[src/rtl/obi_rr_bank_arbiter.sv]
// N-to-1 OBI arbiter: round-robin with sticky ownership until grant, plus an
// ID FIFO that steers each in-order rvalid/rdata back to the issuing master.
package obi_rr_pkg;
  typedef struct packed {
    logic        req;
    logic        we;
    logic [3:0]  be;
    logic [31:0] addr;
    logic [31:0] wdata;
  } obi_req_t;

  typedef struct packed {
    logic        gnt;
    logic        rvalid;
    logic [31:0] rdata;
  } obi_resp_t;
endpackage

module obi_rr_port
  import obi_rr_pkg::*;
(
  input  logic        i_gnt,
  input  logic        i_rsp,
  input  logic [31:0] i_rdata,
  output obi_resp_t   o_resp
);
  assign o_resp.gnt    = i_gnt;
  assign o_resp.rvalid = i_rsp;
  assign o_resp.rdata  = i_rsp ? i_rdata : '0;
endmodule

module obi_rr_bank_arbiter
  import obi_rr_pkg::*;
#(
  parameter  int NUM_MASTERS     = 4,
  parameter  int MAX_OUTSTANDING = 2,
  localparam int IDX_W           = $clog2(NUM_MASTERS),
  localparam int CNT_W           = $clog2(MAX_OUTSTANDING + 1)
) (
  input  logic                         clk_i,
  input  logic                         rst_ni,
  input  obi_req_t  [NUM_MASTERS-1:0]  master_req_i,
  output obi_resp_t [NUM_MASTERS-1:0]  master_resp_o,
  output obi_req_t                     slave_req_o,
  input  obi_resp_t                    slave_resp_i,
  output logic [CNT_W-1:0]             outstanding_o,
  output logic                         proto_err_o
);
  localparam int PTR_W = (MAX_OUTSTANDING > 1) ? $clog2(MAX_OUTSTANDING) : 1;

  logic [IDX_W-1:0] r_rr_ptr;
  logic             r_lock_valid;
  logic [IDX_W-1:0] r_lock_idx;
  logic [IDX_W-1:0] r_fifo [MAX_OUTSTANDING];
  logic [PTR_W-1:0] r_wptr, r_rptr;
  logic [CNT_W-1:0] r_count;

  logic [NUM_MASTERS-1:0] w_req_vec;
  logic [IDX_W-1:0]       w_cand [NUM_MASTERS];
  logic [IDX_W-1:0]       w_rr_idx, w_winner, w_head;
  logic                   w_full, w_empty, w_fwd, w_hs, w_pop;

  function automatic logic [PTR_W-1:0] f_nxt(input logic [PTR_W-1:0] p);
    return (p == PTR_W'(MAX_OUTSTANDING - 1)) ? '0 : p + PTR_W'(1);
  endfunction

  // Candidate k is (rr_ptr + k) mod N; sum never exceeds 2N-2, so one subtract suffices.
  for (genvar k = 0; k < NUM_MASTERS; k++) begin : g_cand
    logic [IDX_W:0] w_sum;
    assign w_sum     = {1'b0, r_rr_ptr} + (IDX_W+1)'(k);
    assign w_cand[k] = (w_sum >= (IDX_W+1)'(NUM_MASTERS))
                     ? IDX_W'(w_sum - (IDX_W+1)'(NUM_MASTERS)) : w_sum[IDX_W-1:0];
    assign w_req_vec[k] = master_req_i[k].req;
  end

  always_comb begin
    w_rr_idx = r_rr_ptr;
    for (int k = NUM_MASTERS - 1; k >= 0; k--) begin
      if (w_req_vec[w_cand[k]]) w_rr_idx = w_cand[k];
    end
  end

  assign w_winner = r_lock_valid ? r_lock_idx : w_rr_idx;
  assign w_full   = (r_count == CNT_W'(MAX_OUTSTANDING));
  assign w_empty  = (r_count == '0);
  assign w_head   = r_fifo[r_rptr];

  // Outputs are gated by rst_ni so an asserted reset silences them immediately.
  assign w_fwd       = rst_ni && (|w_req_vec) && !w_full;
  assign slave_req_o = w_fwd ? master_req_i[w_winner] : '0;
  assign w_hs        = slave_req_o.req && slave_resp_i.gnt;
  assign w_pop       = rst_ni && slave_resp_i.rvalid && !w_empty;
  assign proto_err_o = rst_ni && slave_resp_i.rvalid && w_empty;
  assign outstanding_o = r_count;

  for (genvar g = 0; g < NUM_MASTERS; g++) begin : g_port
    obi_rr_port u_port (
      .i_gnt   (w_hs && (w_winner == IDX_W'(g))),
      .i_rsp   (w_pop && (w_head == IDX_W'(g))),
      .i_rdata (slave_resp_i.rdata),
      .o_resp  (master_resp_o[g])
    );
  end

  always_ff @(posedge clk_i or negedge rst_ni) begin
    if (!rst_ni) begin
      r_rr_ptr     <= '0;
      r_lock_valid <= 1'b0;
      r_lock_idx   <= '0;
      r_wptr       <= '0;
      r_rptr       <= '0;
      r_count      <= '0;
    end else begin
      if (w_hs)
        r_rr_ptr <= (w_winner == IDX_W'(NUM_MASTERS - 1)) ? '0 : w_winner + IDX_W'(1);
      // Hold the owner until its address phase completes; drop it if it abandons req.
      if (slave_req_o.req && !slave_resp_i.gnt) begin
        r_lock_valid <= 1'b1;
        r_lock_idx   <= w_winner;
      end else if (w_hs) begin
        r_lock_valid <= 1'b0;
      end else if (r_lock_valid && !w_full && !master_req_i[r_lock_idx].req) begin
        r_lock_valid <= 1'b0;
      end
      if (w_hs)  r_wptr <= f_nxt(r_wptr);
      if (w_pop) r_rptr <= f_nxt(r_rptr);
      r_count <= r_count + CNT_W'(w_hs) - CNT_W'(w_pop);
    end
  end

  always_ff @(posedge clk_i) begin
    if (w_hs) r_fifo[r_wptr] <= w_winner;
  end
endmodule

[config.mk]
export PLATFORM = sky130hd
export DESIGN_NAME = obi_rr_bank_arbiter
export DESIGN_NICKNAME = d
export VERILOG_FILES = /design/src/rtl/obi_rr_bank_arbiter.sv
export SDC_FILE = /design/constraint.sdc
export NUM_CORES = 1
export LEC_CHECK = 0
export ABC_AREA = 1
export BUFFER_PORTS_ARGS = -buffer_cell sky130_fd_sc_hd__buf_4
export CORE_AREA = 3 3 201 203
export CTS_BUF_LIST = sky130_fd_sc_hd__clkbuf_16
export DETAILED_ROUTE_END_ITERATION = 10
export DIE_AREA = 0 0 204 206
export PLACE_DENSITY = 0.43
export SYNTH_ARGS = -nofsm -noshare
export SYNTH_HDL_FRONTEND = slang
export SYNTH_SLANG_ARGS = --single-unit
[constraint.sdc]
create_clock -name clk_i -period 4.1 [get_ports clk_i]
set_input_delay 0.41 -clock clk_i [delete_from_list [all_inputs] [get_ports clk_i]]
set_output_delay 0.41 -clock clk_i [all_outputs]
set_load 0.01 [all_outputs]
# After elaboration in Yosys (flattened, before gate mapping)
# Memory sizes are Yosys's and may differ from the RTL's.
# Cells that the tools add are included.
# word_totals
mem_bits_rw,4
reg_bits,9
inputBits,316
elab_cells,96
n_memories,1
# mem_list
memory,depth,word_bits,rd,rd_ports_with_merged_regs,write_ports,line_no,source
r_fifo,2,2,1,0,1,54,logic [IDX_W-1:0] r_fifo [MAX_OUTSTANDING];
# op_classes
muxes,34
n_reduce_logical,26
magnitude_cmp,10
add_sub_neg,12
n_eq_ne,7
# op_table
operator,count
70-bit binary-select mux with 2-bit select,2
70-bit two-way mux,3
32-bit two-way mux,4
2-bit two-way mux,10
"2-bit by 3-bit less-than comparator with 1-bit output, second input constant",6
1-bit logical AND,17
1-bit two-way mux,11
"2-bit == test, second input constant",5
"3-bit greater-or-equal comparator, second input constant",3
1-bit binary-select mux with 2-bit select,4
"2-bit by 1-bit subtractor with 2-bit output, second input constant",4
"2-bit by 2-bit adder with 3-bit output, second input constant",2
2-bit logical NOT,3
"2-bit by 1-bit == test with 1-bit output, second input constant",2
1-bit logical NOT,4
4-bit OR reduction,1
"2-bit by 1-bit adder with 3-bit output, second input constant",1
"2-bit by 3-bit greater-or-equal comparator with 1-bit output, second input constant",1
3-bit nonzero test,1
"1-bit adder, second input constant",2
2-bit by 1-bit adder with 2-bit output,1
"2-bit by 1-bit adder with 2-bit output, second input constant",1
2-bit by 1-bit subtractor with 2-bit output,1

# Longest topological paths before layout
# Gate-level depths: netlist (run 1).
# logic_depth
word_depth,16
ltp_mapped,22

# Modules after synthesis
# From an unflattened synthesis (run 1), not the netlist that was laid out.
# unflattened
cells_unflattened,968
hier_area_um2,4807.1
# modules_own_cells
mod,instances,area_per_inst_um2,cells_per_inst
obi_rr_bank_arbiter,1,3651.0,692
obi_rr_port,4,289.0,69

# Least setup slack after synthesis (run 1)
# Ideal clock, no wire load.
# synth_timing
kind,register to register
startpoint,register r_rr_ptr[0]
endpoint,"register r_count[1], in the netlist outstanding_o[1]"
t_arrival_ns,2.436
path_slack_ns,1.535
required_ns,3.971
period_less_slack_ns,2.565
path_stages_with_launch,21
cell_sequence,dfrtp_1 buf_4 inv_2 nand2_1 and2_1 nand2_1 nand2_1 clkinv_1 nand3_1 nand3_2 nand2_4 buf_6 nand2_2 nand3_2 nand2_4 nand3_4 ha_1 inv_1 ha_1 xnor2_1 xor2_1
# synth_between
elab_chain_cells,16
word_cells_on_any_way,34
cone_classes,add/sub (9); order compare (4); mux (20); reduce/logical (1)
# synth_rtl
item,line_no,source
start: declaration,51,logic [IDX_W-1:0] r_rr_ptr;
start signal: assignment,115,r_rr_ptr <= (w_winner == IDX_W'(NUM_MASTERS - 1)) ? '0 : w_winner + IDX_W'(1);
2-bit by 2-bit adder with 3-bit output,70,"assign w_sum = {1'b0, r_rr_ptr} + (IDX_W+1)'(k);"
3-bit greater-or-equal comparator or 2-bit by 1-bit subtractor with 2-bit output (tied branches),"71, 72",
2-bit two-way mux,72,? IDX_W'(w_sum - (IDX_W+1)'(NUM_MASTERS)) : w_sum[IDX_W-1:0];
1-bit binary-select mux with 2-bit select,79,if (w_req_vec[w_cand[k]]) w_rr_idx = w_cand[k];
1-bit two-way mux (implied by the code),79,
2-bit two-way mux (3 in a row),79,
2-bit two-way mux (*),79,
2-bit two-way mux (*),83,assign w_winner = r_lock_valid ? r_lock_idx : w_rr_idx;
70-bit binary-select mux with 2-bit select (*),90,assign slave_req_o = w_fwd ? master_req_i[w_winner] : '0;
70-bit two-way mux (implied by the code) (*),90,
70-bit two-way mux (*),90,
1-bit logical AND (*),91,assign w_hs = slave_req_o.req && slave_resp_i.gnt;
2-bit by 1-bit adder with 2-bit output (*),127,r_count <= r_count + CNT_W'(w_hs) - CNT_W'(w_pop);
2-bit by 1-bit subtractor with 2-bit output (*),127,
end signal: assignment,127,
end: declaration,56,logic [CNT_W-1:0] r_count;
# Every way passes the cells marked *; elsewhere a longest branch is shown, timed or not. The select of a mux whose other input is x is not followed.
# A chain may end at the register's enable or synchronous reset.

==> reports/qor.yml, run 1 <==
status:
  status: "finished, violations left"
  violations: "negative hold slack"
floorplanning:
  fp.dieW_microns: 204
  core_sq_mm: 0.0386
  row_count: 72
  die_area_sq_mm: 0.0420
  io_pins: 525
  initial_core_util_pct: 10.9
  fp.dieH_microns: 206
run:
  cap_violations: 0
setup_path:
  worst-path-max-fanout: 74
  required_ps: 3690
  cp-start-kind: "flop"
  critPathKind: "flop to output port"
  cp-end-kind: "output port"
  crit_arrival_ps: 3000
  r2r-start: "r_rr_ptr[0]$_DFFE_PN0P_"
  regToRegSetupSlack_ps: 1030
  cp-startpoint: "r_rr_ptr[0]$_DFFE_PN0P_"
timing:
  hold_violations: 9
  setup_viol: 0
  tightest_slew_ps: 1110
  final.min_clock_period_ps: 3410
  rsz0062_at_grt: "no"
  slew_headroom_pct: 25.6
  fin_crit_sh_pct: 83.2
  clock_skew_ps: 1.96
  setup_tns_ps: 0
  hold_slack_ps: -5.72
  fmax_ghz: 0.293
  slew_violations: 0
power:
  leakagePower_nw: 4.76
  vdd_ir_drop_max_v: 0.000324
  power.density_mw_per_mm2: 647
yosys:
  synth-seq-cells: 13
  syn_nets: 1189
  yosysTopAreaCell: "nor2_1"
  synth_area_sq_mm: 0.00423
  synth_seq_area_share_pct: 8.16
  ys_types: 30
  syn_avg_cell_area_sq_um: 4.88
  synth_cells: 867
  synth_area_leaders: "nor2_1, a21oi_1, o21ai_0, inv_1, dfrtp_1"
  yosys_warnings: 0
  netlist.area_leader.share_pct: 24.0
cts:
  post_cts_resized: 0
  tritoncts: "done"
  cts_buffers: 3
  holdBufCountCts: 0
  h-tree-depth: 1
  clock_sinks: 13
  cts_setup_buffers: 0
  path_clk_slew_ps: 50
  worst_skew_pair.late_latency_ps: 240
  clock-root-buffer: "clkbuf_16"
  clk_path_buf_depth: 2
cells_and_area:
  final_cell_mix: "buf_4, nor2_1, a21oi_1, inv_1, o21ai_0"
  diodes: 0
  stdcell_count: 1856
  syn_to_final_growth_pct: 104
  fin_nets: 1661
  drive_gt1_share_pct: 41.9
  mostFrequentLayoutCell: "buf_4"
route:
  first_iter_violations: 494
  ant_nets: 0
  dr.pass1.iters: 5
  routed_via_density: 3.84
  wl_per_cell_microns: 15.5
  route.detailed.drc: 0
  vias: 7124
  wl_microns: 28700
global_routing:
  track_usage_pct: 12.1
  grt-ovfl-total: 0
  antenna_found_initial: 1
  grt_max_degree: 79
  grt_pass1_wl_microns: 40300
  grt_pass1_vias: 6692
placement:
  place_inst: 1852
  hpwl_microns: 23600
  portBuffers: 524
  gp_congestion: 0.841
hold_path:
  hold_path_class: "input port to asynchronous set/reset pin"
-- worst max-delay path: stages, from the launching register on --
cell	delay, ps
dfrtp_1	530
inv_2	110
nand2_1	90
nand2_1	70
nand2_1	70
nand2_1	50
inv_1	70
nand2_1	80
nand2_1	60
nand2_1	60
nand3_2	140
nand2_8	190
inv_2	130
buf_12	330
nor2_1	80
nor2_1	100
o21ai_0	90
a21oi_1	240
buf_4	180
-- synth_stat cells, drive strengths merged --
cell type and n:
a21oi 140, and2 1, buf 39, clkbuf 33
clkinv 2, dfrtp 9, edfxtp 4, ha 6
inv 131, mux2i 1, nand2 55, nand3 14
nand4 5, nor2 276, nor3 4, nor4 1
o21ai 143, xnor2 1, xor2 2
-- layer usage --
metal | share of wire [%] | up-vias | routed length, microns | track usage [%]
met5 | 0.024 | - | 7 | 0
li1 | - | 3674 | - | -
met1 | 38 | 3081 | 11000 | 14.0
met4 | 0.92 | 2 | 264 | 1.25
met2 | 52 | 354 | 14800 | 23.2
met3 | 9.3 | 13 | 2680 | 3.10
-- per-stage QoR --
step	power (W)	setup slack, ps	cell area (sq um)	util, %
finish	0.00558	689	8630	22.3
global route	0.00621	423	8630	22.3
detailed placement	0.00545	938	8550	22.1
global placement	0.00549	972	8550	22.1
CTS	0.00566	665	8630	22.3
floorplan	0.00358	1530	4230	-
-- power breakdown --
part           switching (W)  internal, W
Sequential         0.0000611     0.000195
Combinational        0.00323      0.00191
Clock              0.0000576     0.000130
-- area by class of cell --
type	instances	area (sq um)
timing repair buffer	539	4080
clock buffer	3	75.1
tap	518	648
sequential	13	345
fill	4450	30000
clock inverter	1	5.00
multi-input combinational	649	2980
inverter	133	499
-- cells by family (layout without fill, tap and decap cells) --
kind of cell             Yosys count  after routing  share of synthesized area (%)
AND/OR/NAND/NOR                  356            356                           34.0
XOR/XNOR                           3              3                          0.621
flip-flops                        13             13                           8.16
AO/OA/AOI/OAI                    283            283                           33.5
buffers and inverters            205            676                           21.8
adder cells (fa/ha/maj)            6              6                           1.77
multiplexers                       1              1                          0.237
-- worst paths after layout --
path / end / depth (start not counted)
min: outstanding_o[1]$_DFF_PN0_ / 1
max reg2reg: outstanding_o[1]$_DFF_PN0_ / 20
max: slave_req_o[55] / 18
min in group clk_i: r_rr_ptr[1]$_DFFE_PN0P_ / 3
max in group asynchronous: r_rptr$_DFFE_PN0P_ / 1
min reg2reg: r_wptr$_DFFE_PN0P_ / 2
-- registers in the layout, summed over array words and instances (netlist names) --
| register | count |
|---|---|
| r_lock_idx | 2 |
| r_rptr | 1 |
| r_fifo | 4 |
| r_wptr | 1 |
| r_rr_ptr | 2 |
| r_lock_valid | 1 |
| outstanding_o | 2 |
(Power assumes the default switching activity.)
==> run 2, diff against run 1 <==
clock period = 3.58 ns   (was 4.1 ns; I/O delays follow)
==> reports/qor.yml, run 2 (synthesis results as in run 1) <==
global_routing:
  grt-ovfl-total: 0
  use_met1_pct: 13.3
  track_usage_pct: 12.0
  top_usage_layer: "met2"
  met2_usage_pct: 23.8
  antenna_found_initial: 0
  grt_pass1_vias: 7053
  grt_max_degree: 75
  grt_pass1_wl_microns: 40400
  grtUsageMet3_pct: 2.99
route:
  routed_via_density: 3.89
  route.detailed.drc: 0
  dr.pass1.iters: 5
  vias: 7241
  wl_microns: 28600
  wl_per_cell_microns: 15.4
  ant_nets: 0
  first_iter_violations: 461
cells_and_area:
  final_cell_mix: "buf_4, nor2_1, a21oi_1, inv_1, o21ai_0"
  top_register: "r_fifo"
  multi_input_area_sq_mm: 0.00298
  drive_gt1_share_pct: 42.1
  largest_reg_flops: 4
  fin_nets: 1666
  fillers: 4457
  mostFrequentLayoutCell: "buf_4"
  syn_to_final_growth_pct: 106
  seq_area_sq_um: 347
  diodes: 0
  fin_area_sq_mm: 0.00870
placement:
  gp_congestion: 0.796
  portBuffers: 524
  postPlaceCellArea_sq_mm: 0.00861
  hpwl_microns: 23800
cts:
  cts_buffers: 3
  clock-root-buffer: "clkbuf_16"
  clk_path_buf_depth: 2
  worst_skew_pair.late_latency_ps: 240
  h-tree-depth: 1
  path_clk_slew_ps: 50
  tritoncts: "done"
  cts_setup_buffers: 0
  clock_sinks: 13
timing:
  slew_headroom_pct: 28.4
  fin_crit_sh_pct: 90.2
  clock_skew_ps: 1.84
  setup_viol: 0
  hold_violations: 0
  setup_tns_ps: 0
  tightest_slew_ps: 1070
  fmax_ghz: 0.310
  slew_violations: 0
  rsz0062_at_grt: "no"
  final.min_clock_period_ps: 3230
setup_path:
  crit_arrival_ps: 2870
  cp-start-kind: "flop"
  cp_slowest_cell: "dfrtp_1"
  worst-path-max-fanout: 43
  cp-end-kind: "output port"
  required_ps: 3220
  critPathKind: "flop to output port"
  cpPeakStageDelay_ps: 430
  crit_top_cell: "nand2_1"
  crit_chain: "inv_1 > nand2_1 > nand2_1 > nand2_1 > nand2_1 > nand2_1 > nand2_1 > nand3_1 > nand3_2 > nand2_8 > inv_4 > buf_12 > nor2_1 > nor2_1 > o21ai_0 > a21oi_1 > buf_4"
  regToRegSetupSlack_ps: 640
floorplanning:
  row_count: 72
  io_pins: 525
  core_sq_mm: 0.0386
  fp.dieW_microns: 204
  fp.dieH_microns: 206
  die_area_sq_mm: 0.0420
  initial_core_util_pct: 10.9
power:
  leakagePower_nw: 4.79
  clockPowerShare_pct: 3.2
  seq_power_share_pct: 4.5
  power.density_mw_per_mm2: 750
  vdd_ir_drop_max_v: 0.000497
  p_int_w: 0.00266
  p_sw_share_pct: 59.2
  p_comb_share_pct: 92.3
  switchingPower_w: 0.00387
run:
  cap_violations: 0
status:
  status: "finished clean"
hold_path:
  hold_path_class: "input port to flop"
==> run 2: cell count changes in the layout (fill, tap and decap cells not counted) <==
| cell | before | now |
|---|---|---|
| buf_12 | 3 | 5 |
| buf_4 | 536 | 538 |
| dfrtp_1 | 9 | 8 |
| dfrtp_2 | 0 | 1 |
| dlygate4sd3_1 | 0 | 1 |
| inv_2 | 4 | 3 |
| inv_4 | 0 | 1 |
==> run 2: worst paths after layout <==
path | start | endpoint | cells after the start
max | r_rr_ptr[1]$_DFFE_PN0P_ | slave_req_o[56] | 17
min | slave_resp_i[33] | r_rr_ptr[1]$_DFFE_PN0P_ | 3
max reg2reg | r_rr_ptr[1]$_DFFE_PN0P_ | outstanding_o[1]$_DFF_PN0_ | 19
min reg2reg | r_wptr$_DFFE_PN0P_ | r_wptr$_DFFE_PN0P_ | 2
max in group asynchronous | rst_ni | r_rr_ptr[0]$_DFFE_PN0P_ | 2
min in group asynchronous | rst_ni | outstanding_o[1]$_DFF_PN0_ | 2
==> run 2: per-layer routing <==
layer | part of all wire [%] | up-vias
li1 | - | 3684
met1 | 37 | 3168
met2 | 53 | 371
met3 | 8.9 | 18
met4 | 0.98 | 0
met5 | 0 | -
==> run 2: cell type report <==
type / count / share of cell area, %
flip-flops and latches: 13 / 3.98
multi-input cells: 649 / 34.2
clock inverters: 1 / 0.0575
inverters: 133 / 5.76
repair buffers: 544 / 47.7
clock buffers: 3 / 0.863
well taps: 518 / 7.45
==> run 2: worst max-delay path, delay by kind of cell (launching register included) <==
| family | cells | cell delay [ps] |
|---|---|---|
| simple gates | 11 | 980 |
| compound gates | 2 | 350 |
| flops | 1 | 430 |
| buf+inv | 4 | 820 |
==> run 2: power by group through the flow <==
stage | combinational, W | clock [W] | sequential [W]
6_report | 0.00602 | 0.000210 | 0.000293
5_1_grt | 0.00673 | 0.000226 | 0.000305
4_1_cts | 0.00611 | 0.000213 | 0.000291
3_5_place_dp | 0.00610 | 0 | 0.000293
3_3_place_gp | 0.00610 | 0 | 0.000291
2_1_floorplan | 0.00383 | 0 | 0.000270
==> run 2: timing repair <==
item	CTS	global route
gates resized for setup	0	3
endpoints found under the setup margin	0	39
hold buffers	1	0
hold endpoints to repair	9	0
==> run 2: stage by stage <==
stage | hold slack [ps] | worst slack [ps] | total power (W) | util (%) | instances
after floorplan | 62.4 | 1010 | 0.00410 | - | 867
after global placement | 200 | 402 | 0.00639 | 22.3 | 1856
after detailed placement | 203 | 385 | 0.00639 | 22.3 | 1856
after CTS | 445 | 126 | 0.00662 | 22.5 | 1861
after global routing | 450 | 0.302 | 0.00726 | 22.5 | 1861
final | 442 | 351 | 0.00653 | 22.5 | 1861
